--- config.mk ---
export PLATFORM = sky130hd
export DESIGN_NAME = muldiv_unit
export DESIGN_NICKNAME = d
export VERILOG_FILES = /design/src/rtl/muldiv_pkg.sv /design/src/rtl/muldiv_divider.sv /design/src/rtl/muldiv_unit.sv
export SDC_FILE = /design/constraint.sdc
export NUM_CORES = 1
export LEC_CHECK = 0
export ABC_CLOCK_PERIOD_IN_PS = 5000
export BUFFER_PORTS_ARGS = -buffer_cell sky130_fd_sc_hd__buf_2
export CAP_MARGIN = 20
export CORE_UTILIZATION = 45
export DETAILED_ROUTE_END_ITERATION = 6
export GPL_ROUTABILITY_DRIVEN = 0
export SYNTH_ARGS = -nofsm -noshare
export SYNTH_HDL_FRONTEND = slang
export SYNTH_SLANG_ARGS = --single-unit
--- constraint.sdc ---
create_clock -name clk -period 5 [get_ports clk]
set_clock_uncertainty 0.15 [all_clocks]
set_input_delay 0.5 -clock clk [delete_from_list [all_inputs] [get_ports clk]]
set_output_delay 0.5 -clock clk [all_outputs]
set_load 0.03 [all_outputs]
--- src/rtl/muldiv_pkg.sv ---
// Shared types and constants for the RV32M multiply/divide unit.
package muldiv_pkg;

  localparam int unsigned XLEN_MAX = 64;
  localparam logic [XLEN_MAX-1:0] DIV0_QUOT_MAX = '1;
  localparam logic [XLEN_MAX-1:0] MOST_NEG_MAX  = {1'b1, {(XLEN_MAX-1){1'b0}}};

  typedef enum logic [2:0] {
    OP_MUL    = 3'd0,
    OP_MULH   = 3'd1,
    OP_MULHSU = 3'd2,
    OP_MULHU  = 3'd3,
    OP_DIV    = 3'd4,
    OP_DIVU   = 3'd5,
    OP_REM    = 3'd6,
    OP_REMU   = 3'd7
  } muldiv_op_e;

  typedef enum logic [1:0] {
    IDLE = 2'd0,
    MUL  = 2'd1,
    DIV  = 2'd2,
    DONE = 2'd3
  } muldiv_state_e;

  function automatic logic op_a_signed(muldiv_op_e op);
    return (op == OP_MUL) || (op == OP_MULH) || (op == OP_MULHSU) ||
           (op == OP_DIV) || (op == OP_REM);
  endfunction

  function automatic logic op_b_signed(muldiv_op_e op);
    return (op == OP_MUL) || (op == OP_MULH) || (op == OP_DIV) || (op == OP_REM);
  endfunction

  function automatic logic op_is_rem(muldiv_op_e op);
    return (op == OP_REM) || (op == OP_REMU);
  endfunction

endpackage

--- src/rtl/muldiv_divider.sv ---
// Unsigned restoring divider datapath: one quotient bit per step.
module muldiv_divider #(
  parameter int unsigned XLEN = 32
) (
  input  logic            clk,
  input  logic            reset,
  input  logic            load_i,
  input  logic            step_i,
  input  logic [XLEN-1:0] dividend_i,
  input  logic [XLEN-1:0] divisor_i,
  output logic            last_o,
  output logic [XLEN-1:0] quot_nxt_o,
  output logic [XLEN-1:0] rem_nxt_o
);

  localparam int unsigned CW = $clog2(XLEN) + 1;

  logic [XLEN-1:0] rem_q;
  logic [XLEN-1:0] quot_q;
  logic [XLEN-1:0] dvsr_q;
  logic [CW-1:0]   cnt_q;
  logic [XLEN:0]   shifted;
  logic [XLEN:0]   trial;

  // Quotient register doubles as the dividend shifter; outputs are post-step values.
  always_comb begin
    shifted = {rem_q, quot_q[XLEN-1]};
    trial   = shifted - {1'b0, dvsr_q};
    if (trial[XLEN]) begin
      rem_nxt_o  = shifted[XLEN-1:0];
      quot_nxt_o = {quot_q[XLEN-2:0], 1'b0};
    end else begin
      rem_nxt_o  = trial[XLEN-1:0];
      quot_nxt_o = {quot_q[XLEN-2:0], 1'b1};
    end
  end

  assign last_o = (cnt_q == CW'(XLEN - 1));

  always_ff @(posedge clk) begin
    if (reset) begin
      rem_q  <= '0;
      quot_q <= '0;
      dvsr_q <= '0;
      cnt_q  <= '0;
    end else if (load_i) begin
      rem_q  <= '0;
      quot_q <= dividend_i;
      dvsr_q <= divisor_i;
      cnt_q  <= '0;
    end else if (step_i) begin
      rem_q  <= rem_nxt_o;
      quot_q <= quot_nxt_o;
      if (cnt_q != CW'(XLEN)) begin
        cnt_q <= cnt_q + CW'(1);
      end
    end
  end

endmodule

--- src/rtl/muldiv_unit.sv ---
// Iterative RV32M multiply/divide unit with stall/done handshake to the core.
// MULDIV_FAST_MUL_EN selects a single-cycle combinational multiplier.
module muldiv_unit
  import muldiv_pkg::*;
#(
  parameter int unsigned XLEN = 32
) (
  input  logic            clk,
  input  logic            reset,
  input  logic            start,
  input  logic [2:0]      funct3,
  input  logic [XLEN-1:0] op_a,
  input  logic [XLEN-1:0] op_b,
  output logic            stall,
  output logic            busy,
  output logic            done,
  output logic [XLEN-1:0] result
);

  localparam int unsigned CW = $clog2(XLEN) + 1;
  localparam logic [XLEN-1:0] DIV0_QUOT = DIV0_QUOT_MAX[XLEN-1:0];
  localparam logic [XLEN-1:0] MOST_NEG  = MOST_NEG_MAX[XLEN_MAX-1 -: XLEN];

  muldiv_state_e   state_q;
  muldiv_op_e      op_q;
  logic            neg_q;
  logic            done_q;
  logic [XLEN-1:0] result_q;

  muldiv_op_e      op_in;
  logic            a_neg;
  logic            b_neg;
  logic            neg_in;
  logic            is_div_in;
  logic            div_zero;
  logic            div_ovf;
  logic [XLEN-1:0] mag_a;
  logic [XLEN-1:0] mag_b;
  logic [XLEN-1:0] fast_div_res;

  // Operand decode, only meaningful in the accepting IDLE cycle.
  assign op_in     = muldiv_op_e'(funct3);
  assign is_div_in = funct3[2];
  assign a_neg     = op_a_signed(op_in) & op_a[XLEN-1];
  assign b_neg     = op_b_signed(op_in) & op_b[XLEN-1];
  assign mag_a     = a_neg ? -op_a : op_a;
  assign mag_b     = b_neg ? -op_b : op_b;
  assign neg_in    = (is_div_in && op_is_rem(op_in)) ? a_neg : (a_neg ^ b_neg);
  assign div_zero  = (op_b == '0);
  assign div_ovf   = op_b_signed(op_in) && (op_a == MOST_NEG) && (op_b == '1);
  assign fast_div_res = div_zero ? (op_is_rem(op_in) ? op_a : DIV0_QUOT)
                                 : (op_is_rem(op_in) ? '0   : MOST_NEG);

  logic            div_load;
  logic            div_step;
  logic            div_last;
  logic [XLEN-1:0] quot_nxt;
  logic [XLEN-1:0] rem_nxt;
  logic [XLEN-1:0] quot_fix;
  logic [XLEN-1:0] rem_fix;
  logic [XLEN-1:0] div_res;

  assign div_load = (state_q == IDLE) && start && is_div_in && !div_zero && !div_ovf;
  assign div_step = (state_q == DIV) && start;

  muldiv_divider #(
    .XLEN(XLEN)
  ) u_divider (
    .clk        (clk),
    .reset      (reset),
    .load_i     (div_load),
    .step_i     (div_step),
    .dividend_i (mag_a),
    .divisor_i  (mag_b),
    .last_o     (div_last),
    .quot_nxt_o (quot_nxt),
    .rem_nxt_o  (rem_nxt)
  );

  assign quot_fix = neg_q ? -quot_nxt : quot_nxt;
  assign rem_fix  = neg_q ? -rem_nxt  : rem_nxt;
  assign div_res  = op_is_rem(op_q) ? rem_fix : quot_fix;

`ifdef MULDIV_FAST_MUL_EN
  logic signed [XLEN:0]   ext_a;
  logic signed [XLEN:0]   ext_b;
  logic [2*XLEN-1:0]      fast_prod;
  logic [XLEN-1:0]        mul_res_in;

  assign ext_a      = {op_a_signed(op_in) & op_a[XLEN-1], op_a};
  assign ext_b      = {op_b_signed(op_in) & op_b[XLEN-1], op_b};
  assign fast_prod  = (2*XLEN)'(ext_a) * (2*XLEN)'(ext_b);
  assign mul_res_in = (op_in == OP_MUL) ? fast_prod[XLEN-1:0] : fast_prod[2*XLEN-1:XLEN];
`else
  logic [XLEN-1:0]   mcand_q;
  logic [2*XLEN-1:0] prod_q;
  logic [CW-1:0]     mul_cnt_q;
  logic [XLEN:0]     psum;
  logic [2*XLEN-1:0] prod_nxt;
  logic [2*XLEN-1:0] prod_fix;
  logic [XLEN-1:0]   mul_res;

  // Shift-add on magnitudes: low half starts as the multiplier and shifts out LSB-first.
  assign psum     = {1'b0, prod_q[2*XLEN-1:XLEN]} + (prod_q[0] ? {1'b0, mcand_q} : '0);
  assign prod_nxt = {psum, prod_q[XLEN-1:1]};
  assign prod_fix = neg_q ? -prod_nxt : prod_nxt;
  assign mul_res  = (op_q == OP_MUL) ? prod_fix[XLEN-1:0] : prod_fix[2*XLEN-1:XLEN];
`endif

  always_ff @(posedge clk) begin
    if (reset) begin
      state_q  <= IDLE;
      op_q     <= OP_MUL;
      neg_q    <= 1'b0;
      done_q   <= 1'b0;
      result_q <= '0;
`ifndef MULDIV_FAST_MUL_EN
      mcand_q   <= '0;
      prod_q    <= '0;
      mul_cnt_q <= '0;
`endif
    end else begin
      done_q   <= 1'b0;
      result_q <= '0;
      case (state_q)
        IDLE: begin
          if (start) begin
            op_q  <= op_in;
            neg_q <= neg_in;
            if (!is_div_in) begin
`ifdef MULDIV_FAST_MUL_EN
              state_q  <= DONE;
              done_q   <= 1'b1;
              result_q <= mul_res_in;
`else
              state_q   <= MUL;
              mcand_q   <= mag_a;
              prod_q    <= {{XLEN{1'b0}}, mag_b};
              mul_cnt_q <= '0;
`endif
            end else if (div_zero || div_ovf) begin
              state_q  <= DONE;
              done_q   <= 1'b1;
              result_q <= fast_div_res;
            end else begin
              state_q <= DIV;
            end
          end
        end
`ifndef MULDIV_FAST_MUL_EN
        MUL: begin
          if (!start) begin
            state_q <= IDLE;
          end else begin
            prod_q <= prod_nxt;
            if (mul_cnt_q != CW'(XLEN)) begin
              mul_cnt_q <= mul_cnt_q + CW'(1);
            end
            if (mul_cnt_q == CW'(XLEN - 1)) begin
              state_q  <= DONE;
              done_q   <= 1'b1;
              result_q <= mul_res;
            end
          end
        end
`endif
        DIV: begin
          if (!start) begin
            state_q <= IDLE;
          end else if (div_last) begin
            state_q  <= DONE;
            done_q   <= 1'b1;
            result_q <= div_res;
          end
        end
        DONE: begin
          // start is still high here for the committing instruction; never re-accept.
          state_q <= IDLE;
        end
        default: begin
          state_q <= IDLE;
        end
      endcase
    end
  end

  assign stall  = start & ~done_q;
  assign busy   = (state_q != IDLE);
  assign done   = done_q;
  assign result = result_q;

endmodule
Word-level counts from Yosys, hierarchy flattened

Cells that the tools add are included.

Register bits after elaboration: 243
Latch bits: 0
RAM bits: 0
Bits in read-only memories: 0
Bits of input ports: 70
Logic and storage cells: 131
Memories: 0

$add $sub $neg: 9
Multiply operators: 0
Divide/modulo/power cells: 0
Magnitude comparators: 0
Equal/unequal tests: 22
Shift-type cells: 0
Mux-type cells: 49
Bitwise operators: 6
Reductions and logical operators: 33

Operator list:

| cell                                                 | count |
|---|---|
| two-way mux 32 bit                                   | 20 |
| two-way mux 64 bit                                   | 4 |
| negation 32 bit                                      | 4 |
| one-hot mux 64 bit (2 select lines)                  | 1 |
| one-hot mux 32 bit (3 select lines)                  | 1 |
| equality test 32 bit (second input constant)         | 2 |
| negation 64 bit                                      | 1 |
| adder 32 x 32 -> 33 bit                              | 1 |
| subtractor 33 x 32 -> 33 bit                         | 1 |
| logical NOT 32 bit                                   | 1 |
| two-way mux 6 bit                                    | 4 |
| equality test 3 bit (second input constant)          | 5 |
| adder 6 x 1 -> 6 bit (second input constant)         | 2 |
| equality test 6 x 5 -> 1 bit (second input constant) | 2 |
| two-way mux 2 bit                                    | 6 |
| != test 6 bit (second input constant)                | 2 |
| one-hot mux 6 bit (2 select lines)                   | 1 |
| two-way mux 1 bit                                    | 10 |
| logical OR 1 bit                                     | 9 |
| logical AND 1 bit                                    | 8 |
| != test 2 bit (second input constant)                | 4 |
| one-hot mux 2 bit (4 select lines)                   | 1 |
| logical NOT 3 bit                                    | 2 |
| != test 3 bit (second input constant)                | 2 |
| 16 further kinds                                     | 25 |

Longest topological paths before layout

Depth after elaboration: 11
Depth in mapped cells: 22
Mapped depth without buffers: 19

By module

From an unflattened synthesis, not the netlist that was laid out.

Cells, all modules: 2557
Area total of the unflattened synthesis: 19392.3 µm²

By module, submodules not included:

| module         | times used | cells an instance | area each (µm²) | seq. area each (µm²) |
|---|---|---|---|---|
| muldiv_unit    | 1          | 1752              | 12872.3         | 2822.7 |
| muldiv_divider | 1          | 805               | 6520.0          | 2042.0 |

Worst setup path before layout

Ideal clock, no wire load.

Path type: register -> register
Start: register u_divider.dvsr_q[19]
End: register result_q[30], in the netlist result[30]
Setup time: 0.057 ns
Arrival: 4.464 ns
Setup slack: 0.328 ns
Stages on the path, launching flop included: 22
Path buffers: 4
Period minus slack after synthesis: 4.672 ns
Cell sequence: dfxtp_1 inv_1 ha_1 buf_2 a21oi_2 o21ai_1 a2111oi_1 o31ai_1 a31oi_2 xnor2_4 inv_2 buf_4 buf_2 buf_1 nor2_1 a21oi_1 ha_1 nand4_1 or3_1 or4_1 nand3_1 a31o_2

Word-level cells in the longest chain between the ends: 8

RTL lines:

| element                                                        | RTL line                             | text |
|---|---|---|
| start, declared                                                | muldiv_divider.sv:20                 | `logic [XLEN-1:0] dvsr_q;` |
| start signal, assigned                                         | muldiv_divider.sv:49                 | `dvsr_q <= divisor_i;` |
| subtractor 33 x 32 -> 33 bit *                                 | muldiv_divider.sv:28                 | `trial = shifted - {1'b0, dvsr_q};` |
| two-way mux 1 bit / two-way mux 32 bit (equally long branches) | muldiv_divider.sv:29                 | `if (trial[XLEN]) begin` |
| negation 32 bit, on equally long branches                      | muldiv_unit.sv:80, muldiv_unit.sv:81 |  |
| two-way mux 32 bit, on equally long branches                   | muldiv_unit.sv:80, muldiv_unit.sv:81 |  |
| two-way mux 32 bit *                                           | muldiv_unit.sv:82                    | `assign div_res = op_is_rem(op_q) ? rem_fix : quot_fix;` |
| two-way mux 32 bit *                                           | muldiv_unit.sv:170                   | `end else if (div_last) begin` |
| two-way mux 32 bit *                                           | muldiv_unit.sv:168                   | `if (!start) begin` |
| one-hot mux 32 bit (3 select lines) *                          | muldiv_unit.sv:125                   | `case (state_q)` |
| end signal, assigned                                           | muldiv_unit.sv:144                   | `result_q <= fast_div_res;` |
| end signal, assigned                                           | muldiv_unit.sv:162                   | `result_q <= mul_res;` |
| end signal, assigned                                           | muldiv_unit.sv:173                   | `result_q <= div_res;` |
| end, declared                                                  | muldiv_unit.sv:28                    | `logic [XLEN-1:0] result_q;` |

Every way passes the cells marked *; elsewhere a longest branch is shown, timed or not.
A chain may end at the register's enable or synchronous reset.

Worst setup path in the final report

Start: register u_divider.quot_q[31]
End: register result_q[25], in the netlist result[25]

Word-level cells in the longest chain between the ends: 8

RTL lines:

| element                                                        | RTL line                             | text |
|---|---|---|
| start, declared                                                | muldiv_divider.sv:19                 | `logic [XLEN-1:0] quot_q;` |
| start signal, assigned                                         | muldiv_divider.sv:48                 | `quot_q <= dividend_i;` |
| start signal, assigned                                         | muldiv_divider.sv:53                 | `quot_q <= quot_nxt_o;` |
| subtractor 33 x 32 -> 33 bit                                   | muldiv_divider.sv:28                 |  |
| two-way mux 1 bit / two-way mux 32 bit (equally long branches) | muldiv_divider.sv:29                 |  |
| negation 32 bit, on equally long branches                      | muldiv_unit.sv:80, muldiv_unit.sv:81 |  |
| two-way mux 32 bit, on equally long branches                   | muldiv_unit.sv:80, muldiv_unit.sv:81 |  |
| two-way mux 32 bit *                                           | muldiv_unit.sv:82                    |  |
| two-way mux 32 bit *                                           | muldiv_unit.sv:170                   |  |
| two-way mux 32 bit *                                           | muldiv_unit.sv:168                   |  |
| one-hot mux 32 bit (3 select lines) *                          | muldiv_unit.sv:125                   |  |

Marked as above.

==> results.ini <==
[outcome]
outcome = complete, no violations

[clock_tree]
cts_made_buffers = 30
h-tree-depth = 1
cts_tree = yes
cts_buffer_depth = 3
root_buffer = clkbuf_16
clk_pin_slew_ps = 60
cts_setup_buffers = 0
cts_hold_buffers = 0
clkLatencyLatePin_ps = 590
clock-sinks = 243

[power_and_ir_drop]
p_clk_frac = 0.186
pwr-share-seq = 0.210
p_per_area_mw_per_mm2 = 566
switching_share = 0.496
power_uw = 12200
p_leak_uw = 0.00828
p_switching_uw = 6070
p_int_uw = 6170
p_comb_frac = 0.604
peakVddDrop_mv = 0.349

[setup_path]
required_ps = 5260
cp-end-kind = register
r2r_start = u_divider.quot_q[31]$_SDFFE_PP0P_
critical_path_class = reg2reg
crit_start = u_divider.quot_q[31]$_SDFFE_PP0P_
arrival_ps = 5120
r2r_slack_ps = 140
crit_path_start_kind = register
crit_fanout = 17

[floorplan]
die_h_um = 210
row_count = 75
ios = 105
start_util = 0.460
fp.dieW_um = 210
die-area_mm2 = 0.0441
design.core.area_mm2 = 0.0423

[layout]
fin_cells = 3336
area_growth_pct = 11.1
fill_cells = 4225
drive_above_1_share = 0.111
fin_area_mm2 = 0.0216
fin_nets = 2885

[detailed_routing]
postRouteAntennaNets = 0
remaining_drc_errors = 0
avgViaCountPerCell = 6.37
drtIter0Drc = 2725
avgRoutedWirePerCell_um = 22.4
totalWireLength_um = 74800
vias = 21300
drt-pass1-iter-count = 6

[timing]
relSlewSlack = 0.297
fin_crit_ps = 4860
final-max-slew-violation-count = 0
hold_viol_final = 0
fmaxAchievable_ghz = 0.206
rsz0062_at_grt = false
timing.hold.ws_ps = 90.8
period_share = 0.972
setup-violations-final = 0
tns_ps = 0
worstMarginPinSlew_ps = 1060

[synthesis]
netlist.area_leader.share = 0.250
async_flop_share = 0
ys_warn_count = 0
synth_common_cells = 347 x nand2_1, 295 x nor2_1, 243 x dfxtp_1
ys_seq_elements = 243
yosysTopAreaCell = dfxtp_1
syn_area_per_cell_um2 = 7.19
yosysMostFrequentCell = nand2_1
synth.cell_area_mm2 = 0.0195
synth.distinct_cells = 92
synth-edff-count = 0
synthesis.instances = 2710
syn_nets = 2861
synth-main-ff-cell = dfxtp_1
synth_area_leaders = dfxtp_1 25%, nand2_1 6.7%, nor2_1 5.7%, o21ai_0 5.2%, a21oi_1 5.1%
synth_seq_area_share = 0.250

[grt]
antenna_found_initial = 1
track_usage = 0.328
grt_pass1_wl_um = 113000
overflow = 0
grt_max_degree = 84
grt_pass1_vias = 19000

[worst_hold_path]
worstHoldStart = funct3[0]
hold_path_class = in2reg

[run]
cap_violations = 0

[placed_design]
dpl.hpwl_um = 57400
dp_cells = 3279
portBuffers = 104
place_area_mm2 = 0.0206

[path summary, 6_finish.rpt]
kind	endpoint	cells past startpoint
worst max-delay path	result[25]$_SDFF_PP0_	18
worst min-delay path	op_q[0]$_SDFFE_PP0P_	3
worst max register to register	result[25]$_SDFF_PP0_	18
worst min register to register	prod_q[53]$_SDFFE_PP0P_	2
[flip-flops by register name (all words and copies together) (netlist names)]
name              count
done                  1
mcand_q              32
mul_cnt_q             6
neg_q                 1
op_q                  3
prod_q               64
result               32
state_q               2
u_divider.cnt_q       6
u_divider.dvsr_q     32
u_divider.quot_q     32
u_divider.rem_q      32
[cells by family (layout without fill, tap and decap cells)]
logic type	after synthesis	after routing	synth area share
simple gates	1047	1047	0.254
flops	243	243	0.250
xor+xnor	163	163	0.0743
fa+ha+maj	81	81	0.0528
buf+inv	266	314	0.0547
mux	52	52	0.0277
compound gates	858	858	0.287
other cells	0	1	0
[what timing repair did]
action	4_1_cts	5_1_grt
setup endpoints to repair	1	9
resized for setup	1	14
pin swaps	0	2
[final cells by class]
| cell class | instances | area [µm²] | share of cell area |
|---|---|---|---|
| clock inverters | 12 | 120 | 0.00555 |
| clock buffers | 44 | 905 | 0.0418 |
| repair buffers | 179 | 1100 | 0.0509 |
| inverters | 79 | 299 | 0.0138 |
| multi-input cells | 2201 | 13600 | 0.629 |
| flip-flops and latches | 243 | 4870 | 0.225 |
| diodes | 1 | 2.50 | 0.000116 |
| well taps | 577 | 722 | 0.0334 |
[power by group through the flow]
| stage | combinational, µW | clock (µW) | sequential (µW) |
|---|---|---|---|
| 5_1_grt | 7980 | 2370 | 2600 |
| 3_5_place_dp | 7140 | 0 | 2600 |
| 4_1_cts | 7180 | 2300 | 2560 |
| 6_report | 7400 | 2270 | 2580 |
| 3_3_place_gp | 7070 | 0 | 2590 |
| 2_1_floorplan | 5190 | 0 | 2410 |
[per-stage QoR]
step,setup slack [ps],util
CTS,92.4,0.510
detailed placement,-131,0.486
global route,16.6,0.511
finish,140,0.511
global placement,-123,0.486
floorplan,328,-
[layout by cell type (no fill, tap or decap), types with 9 or more instances in the layout]
master     count
xnor2_1       79
o22ai_1       20
or4_1         19
nor4_1        24
a211oi_1      88
mux2i_1       36
nand4_1       30
a21oi_1      196
o21ai_0      202
nand3_1       65
o21a_1        17
o211ai_1      32
mux2_2        16
o21ai_1       10
a21o_1        37
nor2_1       293
nor2b_1       16
or2_2         10
o41ai_1       13
o31a_1         9
nand2_1      347
dfxtp_1      242
o311ai_0      14
or3_1         31
xor2_1        83
and2_1        45
ha_1          78
a21boi_0       9
nor3_1        75
o31ai_1       33
a311oi_1      32
buf_4         74
nor3b_1        9
a22oi_1       32
inv_1         78
and3_1        19
buf_2        103
clkbuf_16     31
nand2b_1      21
a31oi_1       36
[worst max-delay path, cell delays in order, from the launching register on]
cell and delay (ps):
dfxtp_1 400, inv_1 70, ha_1 210, fa_1 410, nand2b_1 190, a21oi_2 210, or3_1 210, a21o_1 200
a31oi_2 160, xnor2_4 180, inv_4 180, buf_4 200, mux2_2 420, nand3_1 180, buf_4 220, o31ai_1 90
xnor2_1 200, a221oi_2 500, o21ai_1 260
[per-layer routing]
layer  share of wire  wire length [µm]  global-route usage
met5         0.00017                13                   0
met4           0.041              3090               0.123
met3           0.090              6750              0.0440
met2            0.44             32900               0.514
met1            0.43             32000               0.457
Power figures use the tool's default switching activity.
